File: config.mk
export PLATFORM = sky130hd
export DESIGN_NAME = subroutine_ctrl_flat
export DESIGN_NICKNAME = d
export VERILOG_FILES = /design/src/rtl/cpu19_pkg.sv /design/src/rtl/subroutine_ctrl_if.sv /design/src/rtl/subroutine_ctrl_ras_lifo.sv /design/src/rtl/subroutine_ctrl.sv /design/src/flat_wrapper.sv
export SDC_FILE = /design/constraint.sdc
export NUM_CORES = 1
export LEC_CHECK = 0
export ABC_AREA = 1
export CAP_MARGIN = 20
export CORE_MARGIN = 1.5
export CORE_UTILIZATION = 48
export CTS_CLUSTER_SIZE = 30
export DETAILED_ROUTE_END_ITERATION = 8
export PLACE_DENSITY = 0.7
export SETUP_SLACK_MARGIN = 0.2
export SLEW_MARGIN = 15
export SYNTH_ARGS = -nofsm -noshare
export SYNTH_HDL_FRONTEND = slang
export SYNTH_SLANG_ARGS = --single-unit
File: constraint.sdc
create_clock -name clk -period 3.8 [get_ports clk]
set_clock_uncertainty 0.05 [all_clocks]
set_input_delay 0.76 -clock clk [delete_from_list [all_inputs] [get_ports clk]]
set_output_delay 0.76 -clock clk [all_outputs]
set_load 0.005 [all_outputs]
File: src/rtl/cpu19_pkg.sv
// Shared decode constants and enumerations for the 19-bit core's subroutine logic.
package cpu19_pkg;

  localparam logic [1:0] TYPE_JMP = 2'b10;
  localparam logic [3:0] OP_CALL  = 4'b0101;
  localparam logic [3:0] OP_RET   = 4'b0110;

  typedef enum logic [1:0] {
    FLT_NONE = 2'b00,
    FLT_OVF  = 2'b01,
    FLT_UNF  = 2'b10
  } fault_code_e;

  typedef enum logic {
    S_RUN   = 1'b0,
    S_FAULT = 1'b1
  } state_e;

endpackage

File: src/rtl/subroutine_ctrl_if.sv
// Instruction/redirect bundle between the core execute stage and the subroutine controller.
interface subroutine_ctrl_if #(
  parameter int DEPTH = 8,
  parameter int PC_W  = 19,
  parameter int TGT_W = 11
);
  localparam int DW = $clog2(DEPTH) + 1;

  logic [1:0]       types;
  logic [3:0]       opcode;
  logic [TGT_W-1:0] call_addr;
  logic [PC_W-1:0]  pc_current;
  logic             stall;
  logic             program_end;
  logic [PC_W-1:0]  subroutine_pc_next;
  logic             subroutine_pc_src;
  logic [DW-1:0]    stack_depth;
  logic             fault;
  logic [1:0]       fault_code;

  modport master (
    output types, opcode, call_addr, pc_current, stall, program_end,
    input  subroutine_pc_next, subroutine_pc_src, stack_depth, fault, fault_code
  );

  modport slave (
    input  types, opcode, call_addr, pc_current, stall, program_end,
    output subroutine_pc_next, subroutine_pc_src, stack_depth, fault, fault_code
  );
endinterface

File: src/rtl/subroutine_ctrl_ras_lifo.sv
// Return-address stack: registered LIFO storage with a saturating occupancy count.
module ras_lifo #(
  parameter int DEPTH = 8,
  parameter int PC_W  = 19
) (
  input  logic                       clk,
  input  logic                       rst_n,
  input  logic                       push,
  input  logic                       pop,
  input  logic [PC_W-1:0]            push_data,
  output logic [PC_W-1:0]            top,
  output logic [$clog2(DEPTH):0]     depth
);
  localparam int AW = $clog2(DEPTH);
  localparam int DW = AW + 1;
  localparam logic [DW-1:0] FULL = DW'(DEPTH);

  logic [PC_W-1:0] mem_q [DEPTH];
  logic [PC_W-1:0] mem_d [DEPTH];
  logic [DW-1:0]   depth_q, depth_d;
  logic [AW-1:0]   top_idx;

  always_comb begin
    mem_d   = mem_q;
    depth_d = depth_q;
    if (push && depth_q < FULL) begin
      mem_d[depth_q[AW-1:0]] = push_data;
      depth_d = depth_q + DW'(1);
    end else if (pop && depth_q != '0) begin
      depth_d = depth_q - DW'(1);
    end
  end

  // Storage needs no reset; only the count decides which entries are meaningful.
  always_ff @(posedge clk) begin
    mem_q <= mem_d;
  end

  always_ff @(posedge clk) begin
    if (!rst_n) depth_q <= '0;
    else        depth_q <= depth_d;
  end

  assign top_idx = depth_q[AW-1:0] - AW'(1);
  assign top     = mem_q[top_idx];
  assign depth   = depth_q;

  a_no_push_pop : assert property (@(posedge clk) disable iff (!rst_n) !(push && pop));

endmodule

File: src/rtl/subroutine_ctrl.sv
// CALL/RET sequencer: decodes the execute-stage instruction, drives the redirect and manages the RAS.
//  state   | meaning
//  S_RUN   | normal operation, CALL pushes / RET pops the return-address stack
//  S_FAULT | overflow or underflow seen; core held at current PC until reset
module subroutine_ctrl
  import cpu19_pkg::*;
#(
  parameter int DEPTH = 8,
  parameter int PC_W  = 19,
  parameter int TGT_W = 11
) (
  input  logic              clk,
  input  logic              rst_n,
  subroutine_ctrl_if.slave  bus
);
  localparam int DW = $clog2(DEPTH) + 1;
  localparam logic [DW-1:0] FULL = DW'(DEPTH);

  state_e          state_q, state_d;
  fault_code_e     fault_code_q, fault_code_d;
  logic            fault_q, fault_d;

  logic            is_call, is_ret, active;
  logic            push, pop;
  logic [PC_W-1:0] pc_inc, ras_top, next_pc;
  logic            pc_src;
  logic [DW-1:0]   depth;

  assign is_call = (bus.types == TYPE_JMP) && (bus.opcode == OP_CALL);
  assign is_ret  = (bus.types == TYPE_JMP) && (bus.opcode == OP_RET);
  assign active  = !bus.stall && !bus.program_end;
  assign pc_inc  = bus.pc_current + PC_W'(1);

  always_comb begin
    state_d      = state_q;
    fault_code_d = fault_code_q;
    push         = 1'b0;
    pop          = 1'b0;
    pc_src       = 1'b0;
    next_pc      = pc_inc;
    case (state_q)
      S_RUN: begin
        // program_end lets the branch unit hold the PC; nothing is redirected.
        if (!bus.program_end) begin
          if (is_call) begin
            pc_src = 1'b1;
            if (depth == FULL) begin
              next_pc = bus.pc_current;
              if (active) begin
                state_d      = S_FAULT;
                fault_code_d = FLT_OVF;
              end
            end else begin
              next_pc = PC_W'(bus.call_addr);
              push    = active;
            end
          end else if (is_ret) begin
            pc_src = 1'b1;
            if (depth == '0) begin
              next_pc = bus.pc_current;
              if (active) begin
                state_d      = S_FAULT;
                fault_code_d = FLT_UNF;
              end
            end else begin
              next_pc = ras_top;
              pop     = active;
            end
          end
        end
      end
      S_FAULT: begin
        pc_src  = 1'b1;
        next_pc = bus.pc_current;
      end
      default: state_d = S_FAULT;
    endcase
    fault_d = (state_d == S_FAULT);
  end

  always_ff @(posedge clk) begin
    if (!rst_n) begin
      state_q      <= S_RUN;
      fault_code_q <= FLT_NONE;
      fault_q      <= 1'b0;
    end else begin
      state_q      <= state_d;
      fault_code_q <= fault_code_d;
      fault_q      <= fault_d;
    end
  end

  ras_lifo #(.DEPTH(DEPTH), .PC_W(PC_W)) u_ras (
    .clk       (clk),
    .rst_n     (rst_n),
    .push      (push),
    .pop       (pop),
    .push_data (pc_inc),
    .top       (ras_top),
    .depth     (depth)
  );

  assign bus.subroutine_pc_next = next_pc;
  assign bus.subroutine_pc_src  = pc_src;
  assign bus.stack_depth        = depth;
  assign bus.fault              = fault_q;
  assign bus.fault_code         = fault_code_q;

endmodule

File: src/flat_wrapper.sv
// flat-port wrapper written by rule: the top's interface ports become plain ports
module subroutine_ctrl_flat import cpu19_pkg::*;
#(
  parameter int DEPTH = 8,
  parameter int PC_W  = 19,
  parameter int TGT_W = 11
)
  (clk, rst_n, bus_types, bus_opcode, bus_call_addr, bus_pc_current, bus_stall, bus_program_end, bus_subroutine_pc_next, bus_subroutine_pc_src, bus_stack_depth, bus_fault, bus_fault_code);
  subroutine_ctrl_if #(.DEPTH(DEPTH), .PC_W(PC_W), .TGT_W(TGT_W)) bus_i ();
  input  logic clk;
  input  logic rst_n;
  input wire logic [$bits(bus_i.types)-1:0] bus_types;
  input wire logic [$bits(bus_i.opcode)-1:0] bus_opcode;
  input wire logic [$bits(bus_i.call_addr)-1:0] bus_call_addr;
  input wire logic [$bits(bus_i.pc_current)-1:0] bus_pc_current;
  input wire logic [$bits(bus_i.stall)-1:0] bus_stall;
  input wire logic [$bits(bus_i.program_end)-1:0] bus_program_end;
  output wire logic [$bits(bus_i.subroutine_pc_next)-1:0] bus_subroutine_pc_next;
  output wire logic [$bits(bus_i.subroutine_pc_src)-1:0] bus_subroutine_pc_src;
  output wire logic [$bits(bus_i.stack_depth)-1:0] bus_stack_depth;
  output wire logic [$bits(bus_i.fault)-1:0] bus_fault;
  output wire logic [$bits(bus_i.fault_code)-1:0] bus_fault_code;
  assign bus_i.types = bus_types;
  assign bus_i.opcode = bus_opcode;
  assign bus_i.call_addr = bus_call_addr;
  assign bus_i.pc_current = bus_pc_current;
  assign bus_i.stall = bus_stall;
  assign bus_i.program_end = bus_program_end;
  assign bus_subroutine_pc_next = bus_i.subroutine_pc_next;
  assign bus_subroutine_pc_src = bus_i.subroutine_pc_src;
  assign bus_stack_depth = bus_i.stack_depth;
  assign bus_fault = bus_i.fault;
  assign bus_fault_code = bus_i.fault_code;
  subroutine_ctrl #(.DEPTH(DEPTH), .PC_W(PC_W), .TGT_W(TGT_W)) u_core (.clk(clk), .rst_n(rst_n), .bus(bus_i));
endmodule
==> flow_metrics.env, run 1 <==
export IMPL_viasPerCell=5.47
export IMPL_routed_via_count=7028
export IMPL_syn_num_nets=985
export IMPL_max_slew_worst_pin_slew_ns=0.510
export IMPL_synth_distinct_cells=40
export IMPL_clk_insertion_delay_late_ns=0.44
export IMPL_cts_sinks=159
export IMPL_critical_path_startpoint_type="primary input"
export IMPL_grtUsageMet1_pct=35.1
export IMPL_cts_tree="built"
export IMPL_min_path_cells=2
export IMPL_power_density_nw_per_um2=376
export IMPL_end_kind="output pin"
export IMPL_fin_area_um2=10500
export IMPL_async_reset_ff_share_pct=0
export IMPL_critical_path_cell_chain="clkdlybuf4s50_1 -> nand2_1 -> nor2_1 -> nand4_1 -> xor2_1 -> nand2_1 -> nand2_1 -> nand2_1 -> inv_1 -> clkdlybuf4s50_1"
export IMPL_cts_buffers=17
export IMPL_use_met2_pct=41.8
export IMPL_fp_row_count=48
export IMPL_r2r_end="u_core.u_ras.mem_q[124]"
export IMPL_globalRouteMet3Util_pct=6.06
export IMPL_cpMaxStageDelayCell="clkdlybuf4s50_1"
export IMPL_total_power_mw=3.94
export IMPL_syn_avg_cell_area_um2=8.93
export IMPL_drcViolationCount=0
export IMPL_power_leakage_nw=4.34
export IMPL_setup_slack_ns=0.142
export IMPL_slowest_delay_ns=0.58
export IMPL_crit_arrival_ns=2.85
export IMPL_synth_top_area_share_pct=54.4
export IMPL_hold_start="u_core.bus.fault_code[1]"
export IMPL_dieWidth_um=135
export IMPL_fin_nets=1091
export IMPL_finalHoldViolations=0
export IMPL_peakVddDrop_v=0.000345
export IMPL_wl_per_cell_um=18.4
export IMPL_finalCritPeriodShare_pct=96.3
export IMPL_ys_warn_count=0
export IMPL_design_core_area_um2=17200
export IMPL_ios=67
export IMPL_ys_seq_elements=159
export IMPL_dp_slack_ns=0.0760
export IMPL_syn_area_um2=8400
export IMPL_holdPathEnd="u_core.bus.fault_code[1]"
export IMPL_dr_pass1_iters=6
export IMPL_die_area_um2=18300
export IMPL_syn_inst=940
export IMPL_grt_start_max_net_pins=84
export IMPL_final_cell_mix="nand2_1 (293), edfxtp_1 (152), nand3_1 (135)"
export IMPL_top_usage_layer="met2"
export IMPL_grt_overflow=0
export IMPL_r2r_cells=7
export IMPL_hold_class="register to register"
export IMPL_grt_pass1_vias=6358
export IMPL_crit_required_ns=2.99
export IMPL_crit_family="buffers and inverters"
export IMPL_h_tree_depth=4
export IMPL_fmax_mhz=273
export IMPL_grt_setup_unrepaired="true"
export IMPL_rr_startpoint="u_core.bus.fault"
export IMPL_slew_viol_final=0
export IMPL_dpl_hpwl_mm=14.7
export IMPL_numPortBuffers=66
export IMPL_path_clk_slew_ns=0.07
export IMPL_synth_edff_count=152
export IMPL_ant_nets=0
export IMPL_drive_above_1_share_pct=16.0
export IMPL_synth_top_area_cell="edfxtp_1"
export IMPL_gp_congestion=1.02
export IMPL_synthTopCellsByArea="edfxtp_1 (54%), nand2_1 (13%), nand3_1 (8.1%)"
export IMPL_slew_headroom_pct=65.7
export IMPL_r2r_slack_ns=1.19
export IMPL_grt_pass1_wl_mm=35.4
export IMPL_antenna_found_initial=0
export IMPL_place_area_um2=9550
export IMPL_maxCapViolations=0
export IMPL_die_y_um=135
export IMPL_path_buf_inv=3
export IMPL_drtIter0Drc=736
export IMPL_min_period_ns=3.66
export IMPL_cts_root_buf="clkbuf_16"
export IMPL_synth_top_flop_cell="edfxtp_1"
export IMPL_syn_to_final_growth_pct=25.0
export IMPL_wl_mm=23.6
export IMPL_grtUsageTotal_pct=26.3
export IMPL_ys_seq_area_share_pct=56.0
export IMPL_initial_utilization_pct=48.9
export IMPL_criticalPathCategory="primary input to output pin"
export IMPL_worstPathMaxFanout=4
export IMPL_layout_commonest_cell="nand2_1"
export IMPL_path_common_cell="nand2_1"
export IMPL_setup_violations=0
export IMPL_outcome="complete, no violations"
export IMPL_postCtsHoldBufs=0
export IMPL_cts_path_max_buffers=2
where the power goes:
part	leakage, nW	internal, mW	total (mW)	switching [mW]
clock	0.301	0.999	1.75	0.752
combinational	2.62	0.115	0.267	0.152
sequential	1.42	1.92	1.92	0.000779
worst max path at each step:
stage | to | slack [ns] | cells past startpoint | startpoint
floorplan | u_core.u_ras.mem_q[114] | -0.22 | 11 | u_core.u_ras.depth[0]
global placement | bus_subroutine_pc_next[17] | 0.10 | 10 | bus_pc_current[10]
detailed placement | bus_subroutine_pc_next[10] | 0.08 | 11 | bus_pc_current[1]
CTS | bus_subroutine_pc_next[10] | 0.17 | 11 | bus_pc_current[0]
global route | bus_subroutine_pc_next[10] | 0.02 | 15 | bus_opcode[2]
finish | bus_subroutine_pc_next[16] | 0.14 | 10 | bus_pc_current[15]
synthesized netlist by cell type (2+ instances only):
library cell  count
or2_1             7
o21ai_0          11
nor2_8            2
a21oi_1          44
inv_2             6
clkbuf_1          8
nor4_1            8
nand4_1          12
nand3_2           3
nand2_4           3
nor2_4            2
nand2_8           2
ha_1              4
nor2_1           51
nand2_1         301
buf_6            10
inv_4             2
o21ai_1           3
nand2_2           3
nand3b_1          5
buf_2            17
inv_1           102
buf_1             4
buf_4             6
nand3_1         136
dfxtp_1           7
edfxtp_1        152
nor2_2            4
xor2_1           14
area by class of cell:
cell class / count / area [µm²]
Fill cell: 1435 / 6680
Sequential cell: 159 / 4710
Multi-Input combinational cell: 622 / 3130
Timing Repair Buffer: 134 / 1320
Inverter: 112 / 434
Clock buffer: 17 / 425
Tap cell: 225 / 282
Clock inverter: 15 / 196
Antenna cell: 1 / 2.50
sequential cells by signal, indices dropped and copies added (netlist names):
name and count:
u_core.u_ras.mem_q 152, u_core.u_ras.depth 4, u_core.bus.fault 1, u_core.bus.fault_code 2
metal layers:
metal,share of wire [%],vias up
li1,-,3316
met2,48,402
met3,9.8,63
met1,39,3247
met5,0,-
met4,3.3,0
per-stage QoR:
stage          setup TNS (ns)  hold slack (ns)  utilization, %  cells
6_report                    0            0.421            61.1   1285
5_1_grt                     0            0.438            61.1   1284
4_1_cts                     0            0.426            59.9   1276
3_5_place_dp                0            0.413            55.6   1240
3_3_place_gp                0            0.413            55.6   1240
2_1_floorplan          -33.99            0.414               -    940
worst min-delay path: cells and delay by family (launching register included):
| family | cells | cell delay (ns) |
|---|---|---|
| AND/OR/NAND/NOR | 1 | 0.07 |
| flip-flops | 1 | 0.31 |
| AO/OA/AOI/OAI | 1 | 0.04 |
kinds of logic after synthesis:
logic type | share of synthesized area (%)
and+or+nand+nor | 29.0
buffers and inverters | 8.81
DFF | 56.0
AOI/OAI and AO/OA | 3.85
xor gates and xnor gates | 1.46
adders and majority gates | 0.835
repair_timing:
| item | 4_1_cts | 5_1_grt |
|---|---|---|
| resized for setup | 31 | 40 |
| pin swaps | 4 | 5 |
| cloned | 1 | 1 |
| setup buffers | 3 | 7 |
| endpoints found under the setup margin | 19 | 18 |
(Power assumes the default switching activity.)
==> run 2: changes to the inputs <==
--- a/config.mk
+++ b/config.mk
@@ -6,14 +6,16 @@
 export NUM_CORES = 1
 export LEC_CHECK = 0
 export ABC_AREA = 1
-export CAP_MARGIN = 20
+export CAP_MARGIN = 10
 export CORE_MARGIN = 1.5
 export CORE_UTILIZATION = 48
 export CTS_CLUSTER_SIZE = 30
 export DETAILED_ROUTE_END_ITERATION = 8
+export MAX_ROUTING_LAYER = met4
 export PLACE_DENSITY = 0.7
 export SETUP_SLACK_MARGIN = 0.2
 export SLEW_MARGIN = 15
 export SYNTH_ARGS = -nofsm -noshare
 export SYNTH_HDL_FRONTEND = slang
 export SYNTH_SLANG_ARGS = --single-unit
+export TNS_END_PERCENT = 20
==> flow_metrics.env, run 2 (synthesis results as in run 1) <==
export IMPL_outcome="complete, no violations"
export IMPL_power_leakage_nw=4.34
export IMPL_wl_mm=23.4
export IMPL_min_period_ns=3.62
export IMPL_final_cells=1289
export IMPL_fin_area_um2=10500
export IMPL_finalHoldViolations=0
export IMPL_design_core_area_um2=17200
export IMPL_cts_sinks=159
export IMPL_largest_register="u_core.u_ras.mem_q"
export IMPL_routed_via_count=7019
export IMPL_fin_nets=1095
export IMPL_antenna_found_initial=1
export IMPL_slowest_delay_ns=0.55
export IMPL_die_area_um2=18300
export IMPL_power_density_nw_per_um2=372
export IMPL_viasPerCell=5.45
export IMPL_critical_path_cell_chain="clkdlybuf4s50_1 -> nand2_1 -> nor2_4 -> nand2_1 -> nor2_1 -> nand3b_1 -> nand2_1 -> nand2_1 -> a21oi_1 -> clkdlybuf4s50_1"
export IMPL_ant_nets=0
export IMPL_layout_commonest_cell="nand2_1"
export IMPL_slew_headroom_pct=69.3
export IMPL_cpMaxStageDelayCell="clkdlybuf4s50_1"
export IMPL_worstPathMaxFanout=3
export IMPL_grt_setup_unrepaired="true"
export IMPL_syn_to_final_growth_pct=24.7
export IMPL_cts_buffers=17
export IMPL_setup_tns_ns=0
export IMPL_wl_per_cell_um=18.2
export IMPL_max_slew_worst_pin_slew_ns=0.461
export IMPL_clk_insertion_delay_late_ns=0.43
export IMPL_slew_viol_final=0
export IMPL_crit_family="buffers and inverters"
export IMPL_fmax_mhz=276
export IMPL_cts_root_buf="clkbuf_16"
export IMPL_numPortBuffers=66
export IMPL_cts_tree="built"
export IMPL_place_area_um2=9550
export IMPL_grt_pass1_wl_mm=35.5
export IMPL_grt_pass1_vias=6457
export IMPL_grt_start_max_net_pins=84
export IMPL_path_buf_inv=2
export IMPL_ios=67
export IMPL_maxCapViolations=0
export IMPL_drtIter0Drc=774
export IMPL_path_common_cell="nand2_1"
export IMPL_crit_required_ns=2.99
export IMPL_seq_area_um2=4710
export IMPL_peakVddDrop_v=0.000406
export IMPL_drcViolationCount=0
export IMPL_cts_path_max_buffers=2
export IMPL_fill_cells=1481
export IMPL_h_tree_depth=4
export IMPL_path_clk_slew_ns=0.06
export IMPL_finalCritPeriodShare_pct=95.3
export IMPL_grtUsageTotal_pct=27.1
export IMPL_fp_row_count=48
export IMPL_postCtsHoldBufs=0
export IMPL_crit_arrival_ns=2.81
export IMPL_initial_utilization_pct=48.9
export IMPL_multi_input_area_um2=3160
export IMPL_total_power_mw=3.89
export IMPL_dpl_hpwl_mm=14.8
export IMPL_gp_congestion=1.01
export IMPL_finish_utilization_pct=60.9
export IMPL_setup_violations=0
export IMPL_dp_cells=1242
export IMPL_hold_class="register to register"
export IMPL_critical_path_startpoint_type="primary input"
export IMPL_criticalPathCategory="primary input to output pin"
export IMPL_grt_overflow=0
export IMPL_dieWidth_um=135
export IMPL_die_y_um=135
export IMPL_end_kind="output pin"
export IMPL_drive_above_1_share_pct=16.3
export IMPL_dr_pass1_iters=5
export IMPL_final_cell_mix="nand2_1 (295), edfxtp_1 (152), nand3_1 (133)"
export IMPL_largest_reg_flops=152
## run 2: layer usage
metal | track usage (%) | vias up | wire [µm]
met4 | 9.74 | 0 | 685
met5 | - | - | 0
li1 | - | 3323 | -
met3 | 4.53 | 55 | 1800
met1 | 35.3 | 3301 | 9550
met2 | 42.9 | 340 | 11400
## run 2: path summary, 6_finish.rpt
kind                                          startpoint                          to  slack [ns]  cells past startpoint
worst max-delay path                   bus_pc_current[9]  bus_subroutine_pc_next[18]        0.18                     10
worst min-delay path            u_core.bus.fault_code[0]    u_core.bus.fault_code[0]        0.44                      2
worst max register to register          u_core.bus.fault      u_core.u_ras.mem_q[67]        1.28                      8
worst min register to register  u_core.bus.fault_code[0]    u_core.bus.fault_code[0]        0.44                      2
## run 2: report_power, final
part | internal (mW) | leakage, nW | switching, mW
Combinational | 0.116 | 2.63 | 0.152
Sequential | 1.92 | 1.42 | 0.000621
Clock | 0.984 | 0.285 | 0.717
Total | 3.02 | 4.34 | 0.870
## run 2: through the flow
stage	hold WS [ns]	setup WS, ns
6_report	0.445	0.179
5_1_grt	0.464	0.0495
4_1_cts	0.451	0.159
3_3_place_gp	0.412	0.0973
2_1_floorplan	0.414	-0.224
3_5_place_dp	0.431	0.0706
## run 2: area by class of cell
cell class              instances  share of cell area (%)
well taps                     225                    2.69
flip-flops and latches        159                    45.0
multi-input cells             622                    30.2
clock inverters                13                    1.45
clock buffers                  19                    4.14
repair buffers                138                    12.4
inverters                     112                    4.12
diodes                          1                  0.0239
## run 2: worst register-to-register path, cell delays in order, from the launching register on
cell	delay (ns)
dfxtp_1	0.30
buf_4	0.22
clkinv_2	0.25
nand2_1	0.12
nor2_1	0.20
nand4_2	0.21
buf_4	0.25
nor4_2	0.20
buf_4	0.38
## run 2: repair_timing
item,4_1_cts,5_1_grt
pin swaps,3,6
setup endpoints to repair,19,18
buffers inserted,10,3
gates resized for setup,19,54
gates cloned,1,0
hold endpoints to repair,0,0
